File: config.mk
export PLATFORM = sky130hd
export DESIGN_NAME = alu_mc
export DESIGN_NICKNAME = d
export VERILOG_FILES = /design/src/rtl/alu_mc_pkg.sv /design/src/rtl/alu_mc_mul_div_iter.sv /design/src/rtl/alu_mc.sv
export SDC_FILE = /design/constraint.sdc
export NUM_CORES = 1
export LEC_CHECK = 0
export ABC_CLOCK_PERIOD_IN_PS = 5600
export BUFFER_PORTS_ARGS = -buffer_cell sky130_fd_sc_hd__buf_2
export CORE_UTILIZATION = 40
export CTS_BUF_LIST = sky130_fd_sc_hd__clkbuf_16
export DETAILED_ROUTE_END_ITERATION = 6
export GPL_TIMING_DRIVEN = 1
export PLACE_DENSITY_LB_ADDON = 0.2
export SLEW_MARGIN = 20
export SYNTH_ARGS = -nofsm -noshare
export SYNTH_HDL_FRONTEND = slang
export SYNTH_SLANG_ARGS = --single-unit
File: constraint.sdc
create_clock -name clk -period 5.6 [get_ports clk]
set_input_delay 0.56 -clock clk [delete_from_list [all_inputs] [get_ports clk]]
set_output_delay 0.56 -clock clk [all_outputs]
set_load 0.01 [all_outputs]
File: src/rtl/alu_mc_pkg.sv
// Shared definitions for the multi-cycle ALU: function codes, widths and FSM states.
package alu_mc_pkg;

  localparam int ISA_WIDTH      = 32;
  localparam int ALU_FUNC_WIDTH = 5;
  localparam int ALU_FUNC_MAX   = 17;

  localparam logic [ALU_FUNC_WIDTH-1:0] F_ADD    = 5'd0;
  localparam logic [ALU_FUNC_WIDTH-1:0] F_ADD_U  = 5'd1;
  localparam logic [ALU_FUNC_WIDTH-1:0] F_SUB    = 5'd2;
  localparam logic [ALU_FUNC_WIDTH-1:0] F_SUB_U  = 5'd3;
  localparam logic [ALU_FUNC_WIDTH-1:0] F_NOT    = 5'd4;
  localparam logic [ALU_FUNC_WIDTH-1:0] F_AND    = 5'd5;
  localparam logic [ALU_FUNC_WIDTH-1:0] F_OR     = 5'd6;
  localparam logic [ALU_FUNC_WIDTH-1:0] F_XOR    = 5'd7;
  localparam logic [ALU_FUNC_WIDTH-1:0] F_EQ     = 5'd8;
  localparam logic [ALU_FUNC_WIDTH-1:0] F_LESS_U = 5'd9;
  localparam logic [ALU_FUNC_WIDTH-1:0] F_LESS_S = 5'd10;
  localparam logic [ALU_FUNC_WIDTH-1:0] F_SLL    = 5'd11;
  localparam logic [ALU_FUNC_WIDTH-1:0] F_SRL    = 5'd12;
  localparam logic [ALU_FUNC_WIDTH-1:0] F_SRA    = 5'd13;
  localparam logic [ALU_FUNC_WIDTH-1:0] F_MUL    = 5'd14;
  localparam logic [ALU_FUNC_WIDTH-1:0] F_MULHU  = 5'd15;
  localparam logic [ALU_FUNC_WIDTH-1:0] F_DIVU   = 5'd16;
  localparam logic [ALU_FUNC_WIDTH-1:0] F_REMU   = 5'd17;

  typedef enum logic [1:0] {
    IDLE = 2'd0,
    BUSY = 2'd1,
    DONE = 2'd2
  } state_e;

endpackage

File: src/rtl/alu_mc_mul_div_iter.sv
// Shared iterative datapath: shift-add multiplier and restoring divider, one step per cycle.
module mul_div_iter #(
  parameter int WIDTH = 32
) (
  input  logic             clk,
  input  logic             rst,
  input  logic             start,
  input  logic             is_div,
  input  logic             step,
  input  logic [WIDTH-1:0] a,
  input  logic [WIDTH-1:0] b,
  output logic [WIDTH-1:0] lo,
  output logic [WIDTH-1:0] hi
);

  logic [WIDTH-1:0] lo_reg, hi_reg, opnd_reg;
  logic             div_reg;
  logic [WIDTH-1:0] lo_step, hi_step;
  logic [WIDTH:0]   shifted, sum;

  always_comb begin
    shifted = {hi_reg, lo_reg[WIDTH-1]};
    sum     = {1'b0, hi_reg} + (lo_reg[0] ? {1'b0, opnd_reg} : '0);
    if (div_reg) begin
      // A true difference always fits in WIDTH bits; a zero divisor degenerates to quotient all-ones, remainder a.
      if (shifted >= {1'b0, opnd_reg}) begin
        hi_step = shifted[WIDTH-1:0] - opnd_reg;
        lo_step = {lo_reg[WIDTH-2:0], 1'b1};
      end else begin
        hi_step = shifted[WIDTH-1:0];
        lo_step = {lo_reg[WIDTH-2:0], 1'b0};
      end
    end else begin
      hi_step = sum[WIDTH:1];
      lo_step = {sum[0], lo_reg[WIDTH-1:1]};
    end
  end

  // Look-ahead outputs let the FSM capture the finished value on the edge of the last step.
  assign lo = step ? lo_step : lo_reg;
  assign hi = step ? hi_step : hi_reg;

  always_ff @(posedge clk) begin
    if (rst) begin
      lo_reg   <= '0;
      hi_reg   <= '0;
      opnd_reg <= '0;
      div_reg  <= 1'b0;
    end else if (start) begin
      lo_reg   <= is_div ? a : b;
      hi_reg   <= '0;
      opnd_reg <= is_div ? b : a;
      div_reg  <= is_div;
    end else if (step) begin
      lo_reg <= lo_step;
      hi_reg <= hi_step;
    end
  end

endmodule

File: src/rtl/alu_mc.sv
// Multi-cycle ALU with valid/ready handshakes; single-cycle ops finish in one cycle, mul/div in WIDTH+1.
module alu_mc
  import alu_mc_pkg::*;
#(
  parameter int WIDTH      = ISA_WIDTH,
  parameter int FUNC_WIDTH = ALU_FUNC_WIDTH
) (
  input  logic                  clk,
  input  logic                  rst,
  input  logic                  in_valid,
  output logic                  in_ready,
  input  logic [WIDTH-1:0]      alu_a,
  input  logic [WIDTH-1:0]      alu_b,
  input  logic [FUNC_WIDTH-1:0] alu_func,
  output logic                  out_valid,
  input  logic                  out_ready,
  output logic [WIDTH-1:0]      alu_result,
  output logic                  alu_zero
);

  localparam int SHW = $clog2(WIDTH);

  state_e           state;
  logic [SHW-1:0]   count;
  logic             sel_hi;
  logic [WIDTH-1:0] single_res, iter_res, lo, hi;
  logic [SHW-1:0]   sh;
  logic             is_mul, is_div, is_iter, accept;

  assign in_ready  = (state == IDLE);
  assign out_valid = (state == DONE);
  assign accept    = in_valid && in_ready;
  assign sh        = alu_b[SHW-1:0];

  assign is_mul  = (alu_func == FUNC_WIDTH'(F_MUL))  || (alu_func == FUNC_WIDTH'(F_MULHU));
  assign is_div  = (alu_func == FUNC_WIDTH'(F_DIVU)) || (alu_func == FUNC_WIDTH'(F_REMU));
  assign is_iter = is_mul || is_div;

  always_comb begin
    single_res = '0;
    case (alu_func)
      FUNC_WIDTH'(F_ADD), FUNC_WIDTH'(F_ADD_U): single_res = alu_a + alu_b;
      FUNC_WIDTH'(F_SUB), FUNC_WIDTH'(F_SUB_U): single_res = alu_a - alu_b;
      FUNC_WIDTH'(F_NOT):    single_res = ~alu_a;
      FUNC_WIDTH'(F_AND):    single_res = alu_a & alu_b;
      FUNC_WIDTH'(F_OR):     single_res = alu_a | alu_b;
      FUNC_WIDTH'(F_XOR):    single_res = alu_a ^ alu_b;
      FUNC_WIDTH'(F_EQ):     single_res = {{(WIDTH-1){1'b0}}, alu_a == alu_b};
      FUNC_WIDTH'(F_LESS_U): single_res = {{(WIDTH-1){1'b0}}, alu_a < alu_b};
      FUNC_WIDTH'(F_LESS_S): single_res = {{(WIDTH-1){1'b0}}, $signed(alu_a) < $signed(alu_b)};
      FUNC_WIDTH'(F_SLL):    single_res = alu_a << sh;
      FUNC_WIDTH'(F_SRL):    single_res = alu_a >> sh;
      FUNC_WIDTH'(F_SRA):    single_res = WIDTH'($signed(alu_a) >>> sh);
      default:               single_res = '0;
    endcase
  end

  mul_div_iter #(.WIDTH(WIDTH)) u_iter (
    .clk    (clk),
    .rst    (rst),
    .start  (accept && is_iter),
    .is_div (is_div),
    .step   (state == BUSY),
    .a      (alu_a),
    .b      (alu_b),
    .lo     (lo),
    .hi     (hi)
  );

  // MULHU and REMU live in the upper half, MUL and DIVU in the lower half.
  assign iter_res = sel_hi ? hi : lo;

  always_ff @(posedge clk) begin
    if (rst) begin
      state      <= IDLE;
      count      <= '0;
      sel_hi     <= 1'b0;
      alu_result <= '0;
      alu_zero   <= 1'b1;
    end else begin
      case (state)
        IDLE: begin
          if (in_valid) begin
            if (is_iter) begin
              state  <= BUSY;
              count  <= '0;
              sel_hi <= (alu_func == FUNC_WIDTH'(F_MULHU)) || (alu_func == FUNC_WIDTH'(F_REMU));
            end else begin
              state      <= DONE;
              alu_result <= single_res;
              alu_zero   <= (single_res == '0);
            end
          end
        end
        BUSY: begin
          if (count == SHW'(WIDTH-1)) begin
            state      <= DONE;
            count      <= '0;
            alu_result <= iter_res;
            alu_zero   <= (iter_res == '0);
          end else begin
            count <= count + SHW'(1);
          end
        end
        DONE: begin
          if (out_ready) state <= IDLE;
        end
        default: state <= IDLE;
      endcase
    end
  end

endmodule

# ---- After elaboration in Yosys (flattened, before gate mapping)
# Cells that the tools add are included.
dict set report op_classes {
  n_reduce_logical 18
  muxes 29
  add_sub_neg 5
  bitwise 4
  shifts 3
  n_lt_le_gt_ge 3
  n_eq_ne 26
}
# op n
set op_table {}
lappend op_table {{$mux W32} 13}
lappend op_table {{$pmux W32 S12} 1}
lappend op_table {{$logic_not A32 Y1} 2}
lappend op_table {{$lt A32 B32 Y1} 2}
lappend op_table {{$pmux W32 S2} 1}
lappend op_table {{$sub A32 B32 Y32} 2}
lappend op_table {{$eq A5 B4 Y1 const B} 8}
lappend op_table {{$add A32 B33 Y33} 1}
lappend op_table {{$ge A33 B32 Y1} 1}
lappend op_table {{$add A32 B32 Y32} 1}
lappend op_table {{$and A32 B32 Y32} 1}
lappend op_table {{$eq A32 B32 Y1} 1}
lappend op_table {{$not A32 Y32} 1}
lappend op_table {{$or A32 B32 Y32} 1}
lappend op_table {{$shl A32 B5 Y32} 1}
lappend op_table {{$shr A32 B5 Y32} 1}
lappend op_table {{$sshr A32 B5 Y32} 1}
lappend op_table {{$xor A32 B32 Y32} 1}
lappend op_table {{$eq A5 B3 Y1 const B} 4}
lappend op_table {{$eq A5 B5 Y1 const B} 3}
lappend op_table {{$mux W5} 3}
lappend op_table {{$eq A5 B2 Y1 const B} 2}
lappend op_table {{$pmux W5 S2} 1}
lappend op_table {{$reduce_and A3 Y1} 3}
lappend op_table {{other kinds (17)} 32}
dict set report word_totals {
  ff_bits 138
  out_inout_bits 35
  input_bits 73
}

# ---- Logic depth before layout (Yosys ltp)
dict set report depth {
  word_depth 8
  mapped_depth 19
}

# ---- By module
# A second synthesis with hierarchy kept.
dict set report hier_totals {
  cells_unflattened 2948
  area_unflattened_um2 21282.9
}
# module cells_per_inst n_inst area_per_inst_um2 seq_area_each_um2
set modules_own_cells {}
lappend modules_own_cells {alu_mc 1701 1 11908.9 820.8}
lappend modules_own_cells {mul_div_iter 1247 1 9374.0 1941.9}

# ---- Worst setup path before layout
# No wires, ideal clock.
dict set report synth_timing {
  path_kind {input to register}
  start {input alu_b[2]}
  end {register alu_zero}
  t_required_ns 5.531
  path_buffers 4
  arrival_ns 4.525
  setup_slack_ns 1.006
  path_stages 18
  cell_sequence {clkbuf_1 clkinv_1 buf_1 clkbuf_1 ha_1 clkbuf_1 nor3_1 o311ai_0 a31oi_1 nand3b_1 a2111oi_0 o211ai_1 o2111a_1 nor3_1 nand4_1 nor4b_1 a31oi_1 o21ai_1}
}
dict set report synth_between {
  elab_chain_cells 6
  elab_cells_between_ends 16
  classes_between {2 x add/sub; 2 x order compare; 1 x eq/ne; 3 x shift; 4 x mux; 3 x bitwise; 1 x reduce/logical}
}
# item line
set synth_rtl {}
lappend synth_rtl {{start, declared} alu_mc.sv:13} ;# input logic [WIDTH-1:0] alu_b,
lappend synth_rtl {{$sub A32 B32 Y32, or another cell as far along} alu_mc.sv:43} ;# FUNC_WIDTH'(F_SUB), FUNC_WIDTH'(F_SUB_U): single_res = alu_a - alu_b;
lappend synth_rtl {{$pmux W32 S12 *} alu_mc.sv:41} ;# case (alu_func)
lappend synth_rtl {{$logic_not A32 Y1 *} alu_mc.sv:91} ;# alu_zero <= (single_res == '0);
lappend synth_rtl {{$mux W1 *} alu_mc.sv:84} ;# if (is_iter) begin
lappend synth_rtl {{$mux W1 *} alu_mc.sv:83} ;# if (in_valid) begin
lappend synth_rtl {{$pmux W1 S2 *} alu_mc.sv:81} ;# case (state)
lappend synth_rtl {{end signal, assigned} alu_mc.sv:91}
lappend synth_rtl {{end signal, assigned} alu_mc.sv:100} ;# alu_zero <= (iter_res == '0);
lappend synth_rtl {{end, declared} alu_mc.sv:18} ;# output logic alu_zero
# Every way passes the cells marked *; elsewhere a longest branch is shown, timed or not. The select of a mux whose other input is x is not followed.
# A chain may end at the register's enable or synchronous reset.

# ---- Worst setup path in the final report
dict set report layout_timing {
  start {register u_iter.hi_reg[7]}
  end {register alu_zero}
}
dict set report layout_between {
  elab_chain_cells 8
  elab_cells_between_ends 13
  classes_between {2 x add/sub; 1 x order compare; 9 x mux; 1 x reduce/logical}
}
# item line
set layout_rtl {}
lappend layout_rtl {{start, declared} alu_mc_mul_div_iter.sv:16} ;# logic [WIDTH-1:0] lo_reg, hi_reg, opnd_reg;
lappend layout_rtl {{start signal, assigned} alu_mc_mul_div_iter.sv:56} ;# hi_reg <= hi_step;
lappend layout_rtl {{$sub A32 B32 Y32 or $ge A33 B32 Y1 (tied branches)} {alu_mc_mul_div_iter.sv:27, alu_mc_mul_div_iter.sv:26}}
lappend layout_rtl {{$mux W32 or $mux W1 (tied branches)} alu_mc_mul_div_iter.sv:26} ;# if (shifted >= {1'b0, opnd_reg}) begin
lappend layout_rtl {{$mux W32} alu_mc_mul_div_iter.sv:24} ;# if (div_reg) begin
lappend layout_rtl {{$mux W32, on equally long branches} n/a}
lappend layout_rtl {{$mux W32 *} alu_mc.sv:71} ;# assign iter_res = sel_hi ? hi : lo;
lappend layout_rtl {{$logic_not A32 Y1 *} alu_mc.sv:100}
lappend layout_rtl {{$mux W1 *} alu_mc.sv:96} ;# if (count == SHW'(WIDTH-1)) begin
lappend layout_rtl {{$pmux W1 S2 *} alu_mc.sv:81}
# Marked as above.

==> summary.txt <==
Timing
  – Slew HR: 0.204
  – Endpoints failing hold: 0
  – Worst slew pin tran: 1.18 ns
  – Pins over their slew limit: 0
  – RSZ-0062 raised after global routing: false
  – Min cycle time layout: 5.33 ns
  – Highest clock rate: 188 MHz
  – Fin crit share: 0.952
  – Worst clock skew: 0.0122 ns
  – Final setup viols: 0
  – Total Neg Setup Slack: 0 ns

Synthesis
  – Synthesized area: 21000 um^2
  – Yosys reg bits: 138
  – Mapped Cells: 3006
  – Largest cells by area after synthesis: dfxtp_1, ha_1, a211oi_1, a21oi_1, nor2_1
  – Synth warn: 0
  – Post-synth EDFFs: 0
  – Register area share after synthesis: 0.131
  – Top cells by count, synth: nor2_1, nand2_1, a21oi_1
  – Async SR Flop Fraction: 0
  – Dominant register cell in the synthesized netlist: dfxtp_1
  – Top-area cell type share of the netlist area: 0.131
  – Syn nets: 3253
  – Synth area leader: dfxtp_1
  – Avg Cell Area, Syn: 7.00 um^2
  – Yosys cell types: 88
  – Most frequent cell after synthesis: nor2_1

Critical path
  – Largest stage delay, worst path: 0.56 ns
  – Critical Path Source Type: flop
  – Most used cell, CP: or4_1
  – Crit Path Class: reg -> reg
  – Worst setup EP type: flop
  – Buf/Inv on CP: 1
  – Critical-path cell list: ha_1 > a21oi_1 > o21ai_0 > and2b_1 > o31ai_4 > nand2_1 > buf_4 > or3_1 > a32o_1 > a211oi_1 > nand4_1 > or4_1 > or4_1 > o21ai_1
  – CP required: 5.99 ns
  – CP max-delay cell: or4_1
  – Critical-path maximum fanout: 32
  – CP arrival: 5.73 ns
  – Crit-path leading delay family: compound AO/OA/AOI/OAI gates

Clocking
  – TritonCTS Buffers: 17
  – Maximum level of the CTS H-tree: 4
  – Clk slew on worst S/H paths: 0.07 ns
  – Setup bufs post-CTS: 0
  – Root buffer cell: clkbuf_16
  – Clock sink count: 138
  – Post-CTS Hold Buffers: 0
  – Clk Latency, worst-skew pair: 0.46 ns
  – Clk buf depth: 2
  – CTS tree: built

Routing
  – Iteration-0 DRC Markers: 3550
  – Vias per Instance: 6.86
  – Routed Wire Length: 107000 um
  – Post-route ant nets: 0
  – # DRC: 0
  – Pre-Repair DR Iteration Count: 6
  – Vias after detailed routing: 25.2k
  – DR WL/cell: 29.0 um

Global route
  – GRT Total Usage: 0.388
  – Vias in the first global route: 23.7k
  – Largest net degree at the start of global routing: 95
  – First-pass GRT wire length: 156000 um
  – Initial antenna violation count: 2
  – Grt total ovfl: 0

Floorplan
  – Die Ht: 231 um
  – Die area: 53500 um^2
  – I/O pin count: 108
  – Rows: 83
  – DIE WIDTH: 231 um
  – Core area: 51600 um^2
  – Initial Utilization: 0.408

Finish
  – Antenna cells: 0
  – Layout cells sized above 1: 0.113
  – Fill count: 5418
  – P&R area growth vs syn: 8.91%
  – Nets: 3233

Power and ir drop
  – Power Dens Cells: 182 nW/um^2
  – Pwr Total: 4.16 mW
  – Peak supply drop: 0.251 mV
  – Leak: 9.29 nW

Worst hold path
  – Worst min-delay path class: reg -> reg

Placed design
  – Routability congestion estimate: 1.06
  – Post-detail-place hpwl: 83400 um
  – Buffers on Ports: 107

Status
  – Outcome: completed

Flow run
  – Maximum capacitance violations: 0
==> cell usage in the layout, fill, tap and decap left out, types with 12 or more instances in the layout <==
| master | synthesis | final |
|---|---|---|
| dfxtp_1 | 138 | 136 |
| nand2_1 | 273 | 273 |
| nor2_1 | 336 | 334 |
| a211o_1 | 17 | 17 |
| o211ai_1 | 52 | 52 |
| a21o_1 | 36 | 36 |
| o21a_1 | 28 | 28 |
| nand2b_1 | 26 | 25 |
| buf_2 | 20 | 105 |
| a2111oi_0 | 15 | 15 |
| o21ai_0 | 150 | 150 |
| o22ai_1 | 36 | 36 |
| o31ai_1 | 22 | 22 |
| mux2_2 | 38 | 38 |
| a221oi_1 | 20 | 20 |
| xor2_1 | 25 | 25 |
| nor4_1 | 17 | 17 |
| and4_1 | 12 | 12 |
| clkbuf_16 | 0 | 18 |
| mux4_2 | 24 | 24 |
| a21oi_1 | 264 | 263 |
| ha_1 | 170 | 170 |
| nor2b_1 | 35 | 35 |
| inv_1 | 140 | 139 |
| nor3_1 | 75 | 73 |
| o21bai_1 | 21 | 21 |
| or3_1 | 14 | 14 |
| xnor2_1 | 37 | 37 |
| nand3_1 | 73 | 72 |
| buf_4 | 0 | 91 |
| o311ai_0 | 16 | 16 |
| and3_1 | 21 | 21 |
| and2_1 | 47 | 47 |
| mux2i_1 | 108 | 108 |
| o2111ai_1 | 13 | 13 |
| a211oi_1 | 204 | 204 |
| or4_1 | 16 | 16 |
| a31oi_1 | 29 | 29 |
| a22oi_1 | 14 | 14 |
| nand4_1 | 38 | 38 |
==> layer usage <==
metal	wire [um]	global-route usage	share of wire
met1	41100	0.476	0.38
met2	48100	0.632	0.45
met3	9820	0.0619	0.092
met4	7800	0.244	0.073
met5	27	0	0.00025
==> worst paths after layout <==
path	startpoint	to	slack, ns	cells past startpoint
worst max-delay path	u_iter.hi_reg[7]	alu_zero	0.27	14
worst min-delay path	alu_result[17]	alu_result[17]	0.46	2
worst max register to register	u_iter.hi_reg[7]	alu_zero	0.27	14
worst min register to register	alu_result[17]	alu_result[17]	0.46	2
==> power breakdown <==
group / switching (mW) / internal [mW] / total [mW]
combinational: 1.27 / 0.608 / 1.88
sequential: 0.0315 / 1.02 / 1.05
clock: 0.561 / 0.667 / 1.23
total: 1.87 / 2.29 / 4.16
==> cell families after synthesis <==
logic type / count (synthesis) / synth area share
compound gates: 1063 / 0.343
fa+ha+maj: 174 / 0.105
simple gates: 1019 / 0.228
buf+inv: 380 / 0.0692
mux: 170 / 0.0974
flops: 138 / 0.131
xor+xnor: 62 / 0.0258
==> layout make-up <==
| type | count | area (um^2) | share of cell area |
|---|---|---|---|
| tap | 680 | 851 | 0.0371 |
| clock inverter | 14 | 165 | 0.00721 |
| inverter | 143 | 537 | 0.0234 |
| timing repair buffer | 198 | 1250 | 0.0545 |
| sequential | 138 | 2770 | 0.121 |
| clock buffer | 18 | 450 | 0.0197 |
| multi-input combinational | 2488 | 16900 | 0.737 |
==> repair_timing <==
item	in CTS	in global routing
endpoints found under the hold margin	0	0
setup endpoints to repair	0	1
resized for setup	0	1
==> stage by stage <==
stage | setup slack [ns] | utilization | cell area, um^2 | hold slack, ns | std cells
after floorplan | 1.01 | - | 21000 | 0.453 | 3006
after global placement | 0.206 | 0.432 | 22300 | 0.444 | 3647
after detailed placement | 0.185 | 0.432 | 22300 | 0.444 | 3647
after CTS | 0.151 | 0.444 | 22900 | 0.456 | 3679
after global routing | 0.168 | 0.444 | 22900 | 0.477 | 3679
final | 0.269 | 0.444 | 22900 | 0.455 | 3679
==> worst reg2reg max path, delay by kind of cell, from the launching register on <==
family,cells,cell delay (ns)
AO/OA/AOI/OAI,6,2.08
AND/OR/NAND/NOR,6,1.99
flip-flops,1,0.51
adder cells (fa/ha/maj),1,0.38
buffers and inverters,1,0.31
Power figures use the tool's default switching activity.
